--- src/rtl/im_loader_arb_if.sv ---
// im_loader_arb_if: loader, fetch and instruction-memory pins of the IM controller.
// Revision: 1.0
`default_nettype none

interface im_loader_arb_if #(
  parameter int LEN_W = 17
);
  logic             load_start;
  logic [15:0]      load_base;
  logic [LEN_W-1:0] load_len;
  logic             load_abort;
  logic             load_valid;
  logic [31:0]      load_data;
  logic             load_ready;
  logic             load_done;
  logic             load_aborted;
  logic             busy;
  logic             fetch_req;
  logic [15:0]      fetch_addr;
  logic             fetch_ready;
  logic             fetch_valid;
  logic [31:0]      fetch_data;
  logic             IM_enable;
  logic             IM_write;
  logic [15:0]      IM_address;
  logic [31:0]      IM_in;
  logic [31:0]      IM_out;

  // Controller side.
  modport slave (
    input  load_start, load_base, load_len, load_abort, load_valid, load_data,
    input  fetch_req, fetch_addr, IM_out,
    output load_ready, load_done, load_aborted, busy,
    output fetch_ready, fetch_valid, fetch_data,
    output IM_enable, IM_write, IM_address, IM_in
  );

  // Requester / memory side.
  modport master (
    output load_start, load_base, load_len, load_abort, load_valid, load_data,
    output fetch_req, fetch_addr, IM_out,
    input  load_ready, load_done, load_aborted, busy,
    input  fetch_ready, fetch_valid, fetch_data,
    input  IM_enable, IM_write, IM_address, IM_in
  );
endinterface

`default_nettype wire

--- src/rtl/im_loader_arb.sv ---
// im_loader_arb: single-port instruction-memory owner; loader writes take priority over fetch reads.
// Revision: 1.0
`default_nettype none

module im_loader_arb #(
  parameter int LEN_W = 17
) (
  input  logic              clk,
  input  logic              rst_n,
  im_loader_arb_if.slave    bus
);

  typedef enum logic [1:0] {
    S_IDLE = 2'd0,
    S_LOAD = 2'd1,
    S_DONE = 2'd2
  } state_t;

  state_t           state_q, state_d;
  logic [15:0]      addr_q, addr_d;
  logic [LEN_W-1:0] remaining_q, remaining_d;
  logic             aborted_q, aborted_d;
  logic             fetch_valid_q;
  logic [31:0]      fetch_data_q;

  logic             fetch_fire;
  logic             im_enable_n;
  logic             im_write_n;
  logic [15:0]      im_address;
  logic [31:0]      im_in;

  assign fetch_fire = bus.fetch_req && (state_q == S_IDLE);

  always_ff @(posedge clk or negedge rst_n) begin
    if (!rst_n) begin
      state_q       <= S_IDLE;
      addr_q        <= '0;
      remaining_q   <= '0;
      aborted_q     <= 1'b0;
      fetch_valid_q <= 1'b0;
      fetch_data_q  <= '0;
    end else begin
      state_q       <= state_d;
      addr_q        <= addr_d;
      remaining_q   <= remaining_d;
      aborted_q     <= aborted_d;
      fetch_valid_q <= fetch_fire;
      if (fetch_fire) begin
        fetch_data_q <= bus.IM_out;
      end
    end
  end

  always_comb begin
    state_d     = state_q;
    addr_d      = addr_q;
    remaining_d = remaining_q;
    aborted_d   = aborted_q;
    im_enable_n = 1'b1;
    im_write_n  = 1'b1;
    im_address  = '0;
    im_in       = '0;

    case (state_q)
      S_IDLE: begin
        // Keep the memory pins quiet while reset is held, even if a fetch is requested.
        if (bus.fetch_req && rst_n) begin
          im_enable_n = 1'b0;
          im_address  = bus.fetch_addr;
        end
        if (bus.load_start) begin
          aborted_d = 1'b0;
          if (bus.load_len != '0) begin
            addr_d      = bus.load_base;
            remaining_d = bus.load_len;
            state_d     = S_LOAD;
          end else begin
            state_d = S_DONE;
          end
        end
      end

      S_LOAD: begin
        // Abort outranks a word presented in the same cycle: that word is dropped.
        if (bus.load_abort) begin
          aborted_d = 1'b1;
          state_d   = S_IDLE;
        end else if (bus.load_valid) begin
          im_enable_n = 1'b0;
          im_write_n  = 1'b0;
          im_address  = addr_q;
          im_in       = bus.load_data;
          addr_d      = addr_q + 16'd1;
          remaining_d = remaining_q - LEN_W'(1);
          if (remaining_q == LEN_W'(1)) begin
            state_d = S_DONE;
          end
        end
      end

      S_DONE: begin
        state_d = S_IDLE;
      end

      default: begin
        state_d = S_IDLE;
      end
    endcase
  end

  assign bus.load_ready   = (state_q == S_LOAD);
  assign bus.fetch_ready  = (state_q == S_IDLE);
  assign bus.load_done    = (state_q == S_DONE);
  assign bus.busy         = (state_q != S_IDLE);
  assign bus.load_aborted = aborted_q;
  assign bus.fetch_valid  = fetch_valid_q;
  assign bus.fetch_data   = fetch_data_q;
  assign bus.IM_enable    = im_enable_n;
  assign bus.IM_write     = im_write_n;
  assign bus.IM_address   = im_address;
  assign bus.IM_in        = im_in;

endmodule

`default_nettype wire
--- src/flat_wrapper.sv ---
// flat-port wrapper written by rule: the top's interface ports become plain ports
module im_loader_arb_flat 
#(
  parameter int LEN_W = 17
)
  (clk, rst_n, bus_load_start, bus_load_base, bus_load_len, bus_load_abort, bus_load_valid, bus_load_data, bus_fetch_req, bus_fetch_addr, bus_IM_out, bus_load_ready, bus_load_done, bus_load_aborted, bus_busy, bus_fetch_ready, bus_fetch_valid, bus_fetch_data, bus_IM_enable, bus_IM_write, bus_IM_address, bus_IM_in);
  im_loader_arb_if #(.LEN_W(LEN_W)) bus_i ();
  input  logic clk;
  input  logic rst_n;
  input wire logic [$bits(bus_i.load_start)-1:0] bus_load_start;
  input wire logic [$bits(bus_i.load_base)-1:0] bus_load_base;
  input wire logic [$bits(bus_i.load_len)-1:0] bus_load_len;
  input wire logic [$bits(bus_i.load_abort)-1:0] bus_load_abort;
  input wire logic [$bits(bus_i.load_valid)-1:0] bus_load_valid;
  input wire logic [$bits(bus_i.load_data)-1:0] bus_load_data;
  input wire logic [$bits(bus_i.fetch_req)-1:0] bus_fetch_req;
  input wire logic [$bits(bus_i.fetch_addr)-1:0] bus_fetch_addr;
  input wire logic [$bits(bus_i.IM_out)-1:0] bus_IM_out;
  output wire logic [$bits(bus_i.load_ready)-1:0] bus_load_ready;
  output wire logic [$bits(bus_i.load_done)-1:0] bus_load_done;
  output wire logic [$bits(bus_i.load_aborted)-1:0] bus_load_aborted;
  output wire logic [$bits(bus_i.busy)-1:0] bus_busy;
  output wire logic [$bits(bus_i.fetch_ready)-1:0] bus_fetch_ready;
  output wire logic [$bits(bus_i.fetch_valid)-1:0] bus_fetch_valid;
  output wire logic [$bits(bus_i.fetch_data)-1:0] bus_fetch_data;
  output wire logic [$bits(bus_i.IM_enable)-1:0] bus_IM_enable;
  output wire logic [$bits(bus_i.IM_write)-1:0] bus_IM_write;
  output wire logic [$bits(bus_i.IM_address)-1:0] bus_IM_address;
  output wire logic [$bits(bus_i.IM_in)-1:0] bus_IM_in;
  assign bus_i.load_start = bus_load_start;
  assign bus_i.load_base = bus_load_base;
  assign bus_i.load_len = bus_load_len;
  assign bus_i.load_abort = bus_load_abort;
  assign bus_i.load_valid = bus_load_valid;
  assign bus_i.load_data = bus_load_data;
  assign bus_i.fetch_req = bus_fetch_req;
  assign bus_i.fetch_addr = bus_fetch_addr;
  assign bus_i.IM_out = bus_IM_out;
  assign bus_load_ready = bus_i.load_ready;
  assign bus_load_done = bus_i.load_done;
  assign bus_load_aborted = bus_i.load_aborted;
  assign bus_busy = bus_i.busy;
  assign bus_fetch_ready = bus_i.fetch_ready;
  assign bus_fetch_valid = bus_i.fetch_valid;
  assign bus_fetch_data = bus_i.fetch_data;
  assign bus_IM_enable = bus_i.IM_enable;
  assign bus_IM_write = bus_i.IM_write;
  assign bus_IM_address = bus_i.IM_address;
  assign bus_IM_in = bus_i.IM_in;
  im_loader_arb #(.LEN_W(LEN_W)) u_core (.clk(clk), .rst_n(rst_n), .bus(bus_i));
endmodule
--- config.mk ---
export PLATFORM = sky130hd
export DESIGN_NAME = im_loader_arb_flat
export DESIGN_NICKNAME = d
export VERILOG_FILES = /design/src/rtl/im_loader_arb_if.sv /design/src/rtl/im_loader_arb.sv /design/src/flat_wrapper.sv
export SDC_FILE = /design/constraint.sdc
export NUM_CORES = 1
export LEC_CHECK = 0
export CORE_UTILIZATION = 43
export DETAILED_ROUTE_END_ITERATION = 10
export GPL_TIMING_DRIVEN = 0
export PLACE_DENSITY = 0.95
export RECOVER_POWER = 100
export SETUP_SLACK_MARGIN = 0.5
export SLEW_MARGIN = 20
export SYNTH_ARGS = -nofsm -noshare
export SYNTH_HDL_FRONTEND = slang
export SYNTH_SLANG_ARGS = --single-unit
--- constraint.sdc ---
create_clock -name clk -period 3.8 [get_ports clk]
set_clock_uncertainty 0.15 [all_clocks]
set_input_delay 0.95 -clock clk [delete_from_list [all_inputs] [get_ports clk]]
set_output_delay 0.95 -clock clk [all_outputs]
set_load 0.05 [all_outputs]
==> impl_metrics.csv, run 1 <==
group,metric,value,unit
drt,drtAntennaViolNets,0,
floorplanning,coreArea,0.00872,mm2
yosys,synth_top_cell_by_area,"dfrtp_1",
yosys,syn-num-nets,530,
sta,slew_headroom,-0.422,
yosys,syn_area,0.00389,mm2
power_and_ir_drop,finalPower,4.65,mW
layout,area_growth,57.7,%
sta,setup_tns,0,ns
sta,rsz0062_at_grt,"false",
critical_path,reg2reg_depth,7,
drt,wl,14000,um
worst_hold_path,min_path_type,"input pin to asynchronous set/reset pin",
floorplanning,dieWidth,97.1,um
layout,drive_gt1_frac,0.149,
floorplanning,die_y,97.1,um
drt,vias,4371,
run_status,status,"complete, but fails checks",
power_and_ir_drop,swShare,0.491,
critical_path,worstReg2RegEnd,"u_core.remaining_q[8]",
critical_path,slowest_delay,0.48,ns
critical_path,crit_start,"bus_load_valid",
sta,post-route-min-period,3.44,ns
floorplanning,design.die.area,0.00942,mm2
power_and_ir_drop,vdd_drop_max,0.382,mV
power_and_ir_drop,power.share.sequential,0.294,
floorplanning,ioPinCount,207,
drt,wl_per_cell,19.0,um
yosys,seq_area_frac_synth,0.444,
power_and_ir_drop,pwr-share-clk,0.144,
run_status,failed_checks,"max-capacitance violations, max-slew violations",
yosys,synth.avg_cell_area,9.53,um2
yosys,ys_top_cells_by_area,"dfrtp_1 (44%), mux2_2 (9.3%), and3_1 (5.5%)",
placed_design,place.gp.congestion,0.932,
power_and_ir_drop,power_density,759,mW/mm2
drt,dr.pass1.iters,5,
yosys,synth_seq_cells,69,
clocking,clock_latency,0.34,ns
sta,hold_viol,0,
drt,drcViolationCount,0,
grt,grt_pass1_vias,4289,
power_and_ir_drop,comb_power_share,0.562,
sta,setup_viol,0,
clocking,root_buffer,"clkbuf_8",
sta,worst_pin_slew,2.13,ns
critical_path,critPathKind,"input pin to output pin",
sta,fin_crit_sh,0.905,
placed_design,dp_slack,-0.719,ns
clocking,clk_pin_slew,0.08,ns
layout,diodes,0,
grt,grt_usage,0.292,
yosys,syn-instance-count,408,
grt,grt_pass1_wl,22300,um
yosys,yosys_warnings,0,
critical_path,worst_path_max_delay_cell,"clkbuf_1",
clocking,cts_buffer_depth,2,
critical_path,cp_cell_sequence,"dlygate4sd2_1, and2_4, clkbuf_8, inv_1, o21ai_2, clkbuf_1",
floorplanning,start_util,0.446,
critical_path,r2r_slack,1.37,ns
clocking,cts_hold_buffers,0,
sta,clock.fmax,0.291,GHz
critical_path,required,2.70,ns
grt,grt-ovfl-total,0,
floorplanning,rows,34,
flow_run,drv_cap,1,
critical_path,path_max_fanout,8,
drt,via_per_inst,5.91,
critical_path,cp.arrival,2.34,ns
critical_path,cp-end-kind,"output pin",
grt,grt_max_degree,39,
sta,finalMaxSlewViolations,39,
clocking,cts_tree,"yes",
layout,fin_nets,750,
power_and_ir_drop,internal_power,2.37,mW
critical_path,cp-start-kind,"input pin",
placed_design,port_buffers,206,
clocking,htree_levels,3,
power_and_ir_drop,power.leakage,2.58,nW
power_and_ir_drop,p_switching,2.28,mW
yosys,ys_types,51,
placed_design,dpl.hpwl,10300,um
drt,drt_iter0_drc,319,
clocking,numCtsBuffers,9,
yosys,synth_top_area_frac,0.444,
grt,antenna_found_initial,0,
clocking,clock_sink_count,69,
critical_path,reg2reg_from,"u_core.remaining_q[0]",
sta,fin_ws,0.360,ns
[cells in the final DEF (no fill, tap or decap), types with 14 or more instances in the layout]
master	instances
clkbuf_1	52
o21ai_0	31
dlygate4sd3_1	41
clkdlybuf4s50_1	110
and3_1	34
nor2_1	32
a21oi_1	36
nand2_1	26
dfrtp_1	69
mux2_2	31
a22o_1	14
[metrics by stage]
stage	cell area, um2	instances	util	hold slack (ns)
after CTS	6380	739	0.731	0.326
after global placement	6090	722	0.699	0.337
final	6130	740	0.703	0.314
after detailed placement	6110	723	0.701	0.348
after floorplan	3900	408	-	0.322
after global routing	6130	740	0.703	0.334
[state kept, by name, indices dropped and copies added, names as in the netlist]
name,count
u_core.bus.load_aborted,1
u_core.addr_q,16
u_core.remaining_q,17
u_core.state_q,2
u_core.bus.fetch_data,32
u_core.bus.fetch_valid,1
[power groups by stage]
stage	Combinational [mW]	Sequential, mW	Clock (mW)
finish	2.62	1.37	0.669
global route	2.75	1.42	0.702
floorplan	1.18	1.91	0
CTS	2.69	1.37	0.672
global placement	2.59	1.35	0
detailed placement	2.67	1.38	0
[final cells by class]
cell class	count	area, um2
Fill cell	688	2590
Clock buffer	11	141
Multi-Input combinational cell	299	1970
Tap cell	108	135
Clock inverter	4	72.6
Inverter	11	41.3
Buffer	29	181
Sequential cell	69	1730
Timing Repair Buffer	209	1860
[Yosys cell counts (all sizes together)]
cell type and instances:
a21oi 36, a22o 14, a22oi 3, a2bb2oi 4, a311oi 1, a31o 1, a31oi 9, a32oi 5
and2 3, and3 35, buf 14, clkbuf 15, dfrtp 69, ha 3, inv 11, mux2 32
mux2i 1, nand2 26, nand2b 1, nand3 11, nand3b 1, nand4 3, nor2 34, nor3 6
nor3b 4, nor4 6, o211ai 2, o21ai 35, o22a 4, o22ai 6, o2bb2ai 1, o31a 1
o31ai 1, o32ai 2, or2 1, or3 3, or3b 1, or4 3
[logic make-up (layout without fill, tap and decap cells)]
logic type | after synthesis | count (layout) | share of synthesized area
fa+ha+maj | 3 | 3 | 0.00966
compound gates | 125 | 125 | 0.210
mux | 33 | 33 | 0.0953
buf+inv | 40 | 264 | 0.0486
flops | 69 | 69 | 0.444
simple gates | 138 | 138 | 0.193
[metal layers]
layer	share of wire	up-vias	track usage
li1	-	1949	-
met1	0.38	2083	0.368
met2	0.49	294	0.488
met3	0.094	45	0.0619
met4	0.031	0	0.123
met5	0	-	0
[critical path, delay by kind of cell]
family / cells / cell delay, ns
and+or+nand+nor: 1 / 0.20
buffers and inverters: 4 / 1.07
AOI/OAI and AO/OA: 1 / 0.11
[worst max path at each step]
stage / to / slack [ns] / cells past startpoint
detailed placement: bus_IM_address[5] / -0.72 / 7
global route: bus_IM_address[4] / 0.25 / 7
finish: bus_IM_address[4] / 0.36 / 6
CTS: bus_IM_address[13] / 0.49 / 6
global placement: bus_IM_address[11] / -3.06 / 6
floorplan: bus_IM_address[10] / 0.46 / 5
[timing repair]
action,CTS,global route
pin swaps,1,2
setup endpoints to repair,51,43
endpoints found under the hold margin,0,0
gates cloned,0,1
setup buffers,1,0
resized for setup,225,35
Note: power is estimated with default switching activity, not from simulation.
==> run 2: changes to the inputs <==
--- a/config.mk
+++ b/config.mk
@@ -5,10 +5,11 @@
 export SDC_FILE = /design/constraint.sdc
 export NUM_CORES = 1
 export LEC_CHECK = 0
+export CORE_MARGIN = 2
 export CORE_UTILIZATION = 43
 export DETAILED_ROUTE_END_ITERATION = 10
 export GPL_TIMING_DRIVEN = 0
-export PLACE_DENSITY = 0.95
+export PLACE_DENSITY = 0.87
 export RECOVER_POWER = 100
 export SETUP_SLACK_MARGIN = 0.5
 export SLEW_MARGIN = 20
==> run 2 against run 1 <==
The run still ends with max-capacitance violations, max-slew violations left; register-to-register slack about the same; global-route usage decreased by 1.8 points; clock power down 11%; count of clock-buffer cells in the layout is the same; sequential share of layout area shrank 0.17 points; largest cell class unchanged; hold slack got worse by 0.041 ns; fmax shrank 1.4%; cell area grew 0.59%; core utilization is 0.073 points higher; final cell count increased by 0.41%.
==> impl_metrics.csv, run 2 (synthesized netlist as in run 1, its figures left out) <==
group,metric,value,unit
critical_path,cp_cell_sequence,"clkdlybuf4s15_2, nor2_4, and2_1, buf_6, buf_8, a22o_1, clkbuf_1",
floorplanning,rows,34,
drt,wl,14200,um
critical_path,required,2.70,ns
layout,largest_register_ffs,32,
placed_design,place_area,0.00612,mm2
floorplanning,ioPinCount,207,
clocking,clock_sink_count,69,
clocking,root_buffer,"clkbuf_8",
placed_design,place.gp.congestion,0.885,
sta,worst_pin_slew,1.63,ns
floorplanning,dieWidth,99.1,um
layout,diodes,0,
floorplanning,design.die.area,0.00982,mm2
sta,setup_viol,0,
sta,fin_crit_sh,0.918,
grt,grt_max_degree,30,
clocking,cts_buffer_depth,2,
floorplanning,coreArea,0.00876,mm2
placed_design,port_buffers,206,
critical_path,critPathKind,"input pin to output pin",
floorplanning,die_y,99.1,um
drt,wl_per_cell,19.1,um
layout,area_growth,58.7,%
grt,grt_pass1_vias,4259,
critical_path,worst_path_max_delay_cell,"clkbuf_1",
layout,fin_nets,752,
grt,antenna_found_initial,0,
critical_path,cp_num_buf_inv,4,
sta,rsz0062_at_grt,"true",
drt,via_per_inst,5.86,
grt,grt_usage,0.274,
sta,slew_headroom,-0.0886,
placed_design,dpl.hpwl,10300,um
critical_path,slowest_delay,0.46,ns
clocking,clock_latency,0.35,ns
sta,finalMaxSlewViolations,30,
critical_path,crit_family,"buffers and inverters",
sta,post-route-min-period,3.49,ns
critical_path,r2r_slack,1.36,ns
flow_run,drv_cap,1,
clocking,numCtsBuffers,9,
critical_path,cp-end-kind,"output pin",
layout,layout_common_cells,"clkdlybuf4s50_1 (111), dfrtp_1 (69), clkbuf_1 (56)",
worst_hold_path,min_path_type,"input pin to asynchronous set/reset pin",
clocking,post_cts_buffers,0,
run_status,status,"complete, but fails checks",
critical_path,path_max_fanout,10,
drt,vias,4355,
critical_path,cp.arrival,2.39,ns
power_and_ir_drop,power_density,742,mW/mm2
grt,grt_pass1_wl,21700,um
drt,drcViolationCount,0,
clocking,htree_levels,3,
sta,hold_viol,0,
floorplanning,start_util,0.444,
drt,drtAntennaViolNets,0,
critical_path,cp-start-kind,"input pin",
clocking,cts_hold_buffers,0,
grt,grt-ovfl-total,0,
power_and_ir_drop,vdd_drop_max,0.316,mV
sta,clock.fmax,0.287,GHz
run_status,failed_checks,"max-capacitance violations, max-slew violations",
clocking,clk_pin_slew,0.08,ns
layout,final_common_cell,"clkdlybuf4s50_1",
power_and_ir_drop,power.leakage,2.59,nW
drt,drt_iter0_drc,335,
drt,dr.pass1.iters,5,
layout,design_area,0.00617,mm2
layout,final_core_util,0.704,
clocking,cts_tree,"yes",
layout,drive_gt1_frac,0.150,
==> run 2: changes by cell type in the layout (fill, tap and decap cells not counted), sizes merged <==
cell,before,now
clkbuf,71,73
bufinv,2,1
clkdlybuf4s50,110,111
clkinv,1,2
dlygate4sd3,41,40
inv,11,12
==> run 2: final timing paths <==
path                                           start  cells after the start                         to
setup / recovery                      bus_load_abort                      7          bus_IM_address[6]
hold / removal                                 rst_n                      1      u_core.remaining_q[6]
setup reg to reg                   u_core.state_q[0]                      6          u_core.addr_q[14]
hold reg to reg            u_core.bus.fetch_data[19]                      1  u_core.bus.fetch_data[19]
max in group asynchronous                      rst_n                      2           u_core.addr_q[2]
min in group clk           u_core.bus.fetch_data[19]                      1  u_core.bus.fetch_data[19]
==> run 2: final cells by class <==
cell class                      instances  area [um2]
Multi-Input combinational cell        299        1970
Clock inverter                          5        60.1
Sequential cell                        69        1730
Clock buffer                           11         131
Inverter                               11        41.3
Timing Repair Buffer                  211        1910
Fill cell                             661        2590
Buffer                                 29         188
Tap cell                              108         135
==> run 2: what timing repair did <==
item | 4_1_cts | 5_1_grt
hold endpoints to repair | 0 | 0
gates cloned | 1 | 3
pin swaps | 1 | 2
gates resized for setup | 218 | 33
setup endpoints to repair | 51 | 45
==> run 2: worst register-to-register path: cells and delay by family (launching register included) <==
kind	cells	cell delay (ns)
AO/OA/AOI/OAI	2	0.89
AND/OR/NAND/NOR	3	0.57
flip-flops	1	0.43
buffers and inverters	1	0.26
==> run 2: layer usage <==
layer	GRT usage	vias up	part of all wire
met5	0	-	0
met3	0.0745	51	0.084
met2	0.460	268	0.49
li1	-	1968	-
met4	0.0875	0	0.027
met1	0.344	2068	0.40
==> run 2: per-stage QoR <==
| step | hold WS [ns] | TNS [ns] | total power, mW | std cells | worst slack [ns] |
|---|---|---|---|---|---|
| after floorplan | 0.322 | 0 | 3.10 | 408 | 0.456 |
| after global routing | 0.274 | 0 | 4.80 | 743 | 0.254 |
| after CTS | 0.269 | 0 | 4.65 | 740 | 0.491 |
| final | 0.274 | 0 | 4.58 | 743 | 0.312 |
| after global placement | 0.338 | -110.75 | 3.96 | 722 | -3.10 |
| after detailed placement | 0.344 | -22.29 | 4.05 | 723 | -0.716 |
==> run 2: power breakdown <==
part           internal (mW)  total [mW]  leakage, nW  switching (mW)
Clock                  0.306       0.594       0.0939           0.288
Sequential              1.08        1.37        0.807           0.288
Combinational          0.920        2.62         1.68            1.70
Total                   2.30        4.58         2.59            2.28
==> run 3: changes to the inputs <==
--- a/config.mk
+++ b/config.mk
@@ -8,6 +8,7 @@
 export CORE_MARGIN = 2
 export CORE_UTILIZATION = 43
 export DETAILED_ROUTE_END_ITERATION = 10
+export GPL_ROUTABILITY_DRIVEN = 0
 export GPL_TIMING_DRIVEN = 0
 export PLACE_DENSITY = 0.87
 export RECOVER_POWER = 100
==> results of run 3 <==
The final DEF is identical to that of run 2; final timing and power are the same.
